`src/rtl/serial_subtractor.sv`:
```
// Bit-serial LSB-first subtractor: diff = a - b - b_in over WIDTH cycles, valid/ready on both sides.
// Define SERIAL_SUBTRACTOR_OVF_EN to compute signed overflow; otherwise ovf_o is tied low.
module serial_subtractor #(
  parameter int unsigned WIDTH = 8
) (
  input  logic             clk_i,
  input  logic             rst_ni,
  input  logic             in_valid_i,
  output logic             in_ready_o,
  input  logic [WIDTH-1:0] a_i,
  input  logic [WIDTH-1:0] b_i,
  input  logic             b_in_i,
  output logic             out_valid_o,
  input  logic             out_ready_i,
  output logic [WIDTH-1:0] diff_o,
  output logic             b_out_o,
  output logic             ovf_o
);

  localparam int unsigned CntW = (WIDTH > 1) ? $clog2(WIDTH) : 1;

  typedef enum logic [1:0] {StIdle, StShift, StDone} state_e;

  state_e            state_q, state_d;
  logic [WIDTH-1:0]  a_q, a_d, b_q, b_d, work_q, work_d, diff_q, diff_d;
  logic [CntW-1:0]   cnt_q, cnt_d;
  logic              br_q, br_d, b_out_q, b_out_d;
  logic              a0, b0, d_bit, br_next, last;

  assign a0      = a_q[0];
  assign b0      = b_q[0];
  assign d_bit   = a0 ^ b0 ^ br_q;
  assign br_next = (~a0 & b0) | (~(a0 ^ b0) & br_q);
  assign last    = (cnt_q == CntW'(WIDTH - 1));

  always_comb begin
    state_d = state_q;
    a_d     = a_q;
    b_d     = b_q;
    work_d  = work_q;
    cnt_d   = cnt_q;
    br_d    = br_q;
    diff_d  = diff_q;
    b_out_d = b_out_q;
    unique case (state_q)
      StIdle: begin
        if (in_valid_i) begin
          a_d     = a_i;
          b_d     = b_i;
          br_d    = b_in_i;
          cnt_d   = '0;
          work_d  = '0;
          state_d = StShift;
        end
      end
      StShift: begin
        a_d    = a_q >> 1;
        b_d    = b_q >> 1;
        br_d   = br_next;
        work_d = {d_bit, work_q[WIDTH-1:1]};
        cnt_d  = cnt_q + CntW'(1);
        // Result registers update only here, so intermediate shifts never reach the outputs.
        if (last) begin
          diff_d  = {d_bit, work_q[WIDTH-1:1]};
          b_out_d = br_next;
          state_d = StDone;
        end
      end
      StDone: begin
        if (out_ready_i) state_d = StIdle;
      end
      default: state_d = StIdle;
    endcase
  end

  always_ff @(posedge clk_i or negedge rst_ni) begin
    if (!rst_ni) begin
      state_q <= StIdle;
      a_q     <= '0;
      b_q     <= '0;
      work_q  <= '0;
      cnt_q   <= '0;
      br_q    <= 1'b0;
      diff_q  <= '0;
      b_out_q <= 1'b0;
    end else begin
      state_q <= state_d;
      a_q     <= a_d;
      b_q     <= b_d;
      work_q  <= work_d;
      cnt_q   <= cnt_d;
      br_q    <= br_d;
      diff_q  <= diff_d;
      b_out_q <= b_out_d;
    end
  end

`ifdef SERIAL_SUBTRACTOR_OVF_EN
  logic ovf_q, ovf_d;

  // On the final shift br_q is the borrow into the MSB stage and br_next the borrow out of it.
  always_comb begin
    ovf_d = ovf_q;
    if (state_q == StShift && last) ovf_d = br_q ^ br_next;
  end

  always_ff @(posedge clk_i or negedge rst_ni) begin
    if (!rst_ni) ovf_q <= 1'b0;
    else         ovf_q <= ovf_d;
  end

  assign ovf_o = ovf_q;
`else
  assign ovf_o = 1'b0;
`endif

  assign in_ready_o  = (state_q == StIdle);
  assign out_valid_o = (state_q == StDone);
  assign diff_o      = diff_q;
  assign b_out_o     = b_out_q;

endmodule

```
`config.mk`:
```
export PLATFORM = sky130hd
export DESIGN_NAME = serial_subtractor
export DESIGN_NICKNAME = d
export VERILOG_FILES = /design/src/rtl/serial_subtractor.sv
export SDC_FILE = /design/constraint.sdc
export NUM_CORES = 1
export LEC_CHECK = 0
export BUFFER_PORTS_ARGS = -buffer_cell sky130_fd_sc_hd__buf_4
export CAP_MARGIN = 15
export CORE_MARGIN = 5
export CORE_UTILIZATION = 45
export CTS_CLUSTER_SIZE = 20
export DETAILED_ROUTE_END_ITERATION = 16
export GPL_TIMING_DRIVEN = 0
export PLACE_DENSITY_LB_ADDON = 0.05
export SYNTH_ARGS = -nofsm -noshare
export SYNTH_HDL_FRONTEND = slang
export SYNTH_SLANG_ARGS = --single-unit
```
`constraint.sdc`:
```
create_clock -name clk_i -period 1.3 [get_ports clk_i]
set_input_delay 0.39 -clock clk_i [delete_from_list [all_inputs] [get_ports clk_i]]
set_output_delay 0.39 -clock clk_i [all_outputs]
set_load 0.03 [all_outputs]
```
==> results_dict.tcl <==
set metrics [dict create \
    status "finished, violations left" \
    violations "setup timing" \
    register_area_um2 953 \
    synth-edff-count 0 \
    routedWlPerCell_um 17.5 \
    ys.flop_type "dfrtp_1" \
    wirelength_mm 4.49 \
    fin_area_um2 2660 \
    cts.reportedPaths.clkPinSlew_ns 0.08 \
    area_growth_pct 46.6 \
    required_ns 0.91 \
    period_minus_slack_ns 1.56 \
    p_leak_uw 0.00126 \
    route.met2.wl_mm 2.33 \
    viasPerCell 5.49 \
    hold_path_class "primary input to asynchronous set/reset pin" \
    wl_met1_mm 1.88 \
    path_max_fanout 3 \
    drive_above_1_share_pct 54.4 \
    clockRootBuffer "clkbuf_8" \
    power_density_nw_per_um2 2450 \
    syn_nets 172 \
    h-tree-depth 2 \
    place_area_um2 2140 \
    hold_viol_final 0 \
    cp.arrival_ns 1.17 \
    grt_antenna_before_repair 0 \
    rsz0062_at_grt "yes" \
    io_buffers 30 \
    rows 23 \
    start_util_pct 45.7 \
    yosysSeqAreaShare_pct 52.3 \
    cts_tree "built" \
    crit_path_max_incr_delay_ns 0.45 \
    grt_start_max_net_pins 39 \
    slowest_stage "dfrtp_2" \
    multi_input_comb_area_um2 880 \
    fp.dieH_um 73.5 \
    wl_met3_um 206 \
    numClockSinks 38 \
    ioPinCount 33 \
    ys_types 29 \
    dr.first_iter.drc_count 30 \
    clock-skew-final_ns 0.00382 \
    max_clock_freq_ghz 0.642 \
    place.detailed.hpwl_mm 2.72 \
    grt_overflow 0 \
    ctsLongestPathBuffers 2 \
    final_max_slew_viol_count 0 \
    whs_ns 0.0546 \
    highest_layer "met4" \
    die_x_um 73.5 \
    nets 229 \
    cp-end-kind "output port" \
    insertedDiodeCount 0 \
    syn_inst 148 \
    track_usage_pct 16.7 \
    gp_congestion 0.823 \
    dr.pass1.iters 4 \
    start_kind "register" \
    worst_slack_ns -0.258 \
    core_area_um2 3970 \
    drc 0 \
    ys_ff_latch 38 \
    ys_warn_count 0 \
    postSynthAreaPerCell_um2 12.3 \
    fillers 308 \
    drtAntennaViolNets 0 \
    insertion_delay_ns 0.29 \
    numCtsBuffers 5 \
    timing.final.crit_share_pct 120 \
    maxCapViolCount 0 \
    grt_pass1_wl_mm 6.87 \
    cts_hold_buf 0 \
    peakVddDrop_mv 1.06 \
    grt_pass1_vias 1413 \
    crit_chain "buf_8, nand2b_4, inv_2, buf_6" \
    setup_viol 36 \
    syn_area_um2 1820 \
    dieArea_um2 5410 \
    critPathKind "register to output port" \
    num_vias 1405 \
    postSynth.asyncResetShare_pct 100 \
]
[path summary, 6_finish.rpt]
path / slack [ns] / end / cells after the start / start
worst max-delay path: -0.26 / out_valid_o / 4 / state_q[0]
worst min-delay path: 0.05 / work_q[7] / 1 / rst_ni
worst max register to register: -0.18 / diff_o[5] / 5 / cnt_q[1]
worst min register to register: 0.51 / a_q[7] / 1 / a_q[7]
max in group asynchronous: 0.87 / state_q[0] / 1 / rst_ni
min in group clk_i: 0.29 / state_q[1] / 2 / out_ready_i
[metal layers]
metal  track usage, %  up-vias
met5                0        -
met4             4.83        0
met3             4.38        8
met2             28.9       37
met1             20.3      712
li1                 -      648
[worst max-delay path, delay by kind of cell (launching register included)]
kind / cells / cell delay, ns
buffers and inverters: 3 / 0.30
and+or+nand+nor: 1 / 0.13
DFF: 1 / 0.45
[cells by family after synthesis]
family,after synthesis,share of synthesized area (%)
adder cells (fa/ha/maj),3,2.48
other,1,0.206
flip-flops,38,52.3
AND/OR/NAND/NOR,35,15.1
multiplexers,10,7.78
buffers and inverters,32,8.40
AO/OA/AOI/OAI,29,13.7
[cells in the final DEF, fill, tap and decap left out, drive strengths merged]
cell type / Yosys / layout
a222oi: 1 / 1
a21oi: 1 / 1
o21ai: 1 / 1
mux2i: 1 / 1
a32o: 1 / 1
o311ai: 1 / 1
ha: 2 / 2
a22o: 9 / 9
a221oi: 1 / 1
fa: 1 / 1
nor3b: 13 / 13
nand2b: 1 / 1
nand2: 1 / 1
nand4bb: 1 / 1
nor4b: 13 / 13
and3b: 1 / 1
inv: 18 / 18
buf: 12 / 62
dfrtp: 38 / 38
nand3b: 1 / 1
a211oi: 13 / 13
clkbuf: 2 / 8
o21bai: 1 / 1
nor2b: 3 / 3
conb: 1 / 1
mux2: 9 / 9
bufinv: 0 / 2
nor2: 1 / 1
[repair_timing]
action | in CTS | in global routing
gates cloned | 1 | 2
pin swaps | 2 | 9
resized for setup | 16 | 41
setup endpoints to repair | 13 | 37
buffers inserted | 9 | 9
[sequential cells by signal, summed over array words and instances, names as in the netlist]
register  cells
work_q        7
a_q           8
diff_o        8
state_q       2
br_q          1
b_q           8
cnt_q         3
b_out_o       1
[synthesized netlist by cell type (2+ instances only)]
| cell type | n | area, um2 |
|---|---|---|
| nor3b_1 | 13 | 97.6 |
| clkbuf_1 | 2 | 7.51 |
| nor2b_1 | 3 | 18.8 |
| a211oi_1 | 13 | 97.6 |
| buf_4 | 7 | 52.6 |
| ha_1 | 2 | 25.0 |
| inv_1 | 18 | 67.6 |
| nor4b_1 | 13 | 114 |
| a22o_1 | 9 | 78.8 |
| dfrtp_1 | 38 | 951 |
| buf_2 | 5 | 25.0 |
| mux2_4 | 8 | 120 |
[metrics by stage]
stage | setup slack, ns | TNS [ns] | utilization, % | cells | power, uW
CTS | -0.298 | -1.86 | 60.7 | 246 | 6010
floorplan | -0.0593 | -0.475 | - | 148 | 3780
finish | -0.258 | -2.46 | 67.0 | 256 | 6510
global route | -0.282 | -3.76 | 67.0 | 256 | 6880
global placement | -0.113 | -1.56 | 53.8 | 228 | 4400
detailed placement | -0.137 | -1.84 | 53.8 | 228 | 4470
[where the power goes]
part | switching, uW | internal [uW] | total [uW]
Combinational | 1490 | 1700 | 3190
Clock | 440 | 819 | 1260
Sequential | 342 | 1720 | 2070
[area by class of cell]
cell class / count / share of cell area (%)
buffer: 13 / 4.75
clock buffer: 6 / 3.10
clock inverter: 2 / 2.26
inverter: 18 / 2.54
multi-input combinational: 78 / 33.0
sequential: 38 / 35.8
tap: 50 / 2.35
timing repair buffer: 51 / 16.2
(Power assumes the default switching activity.)
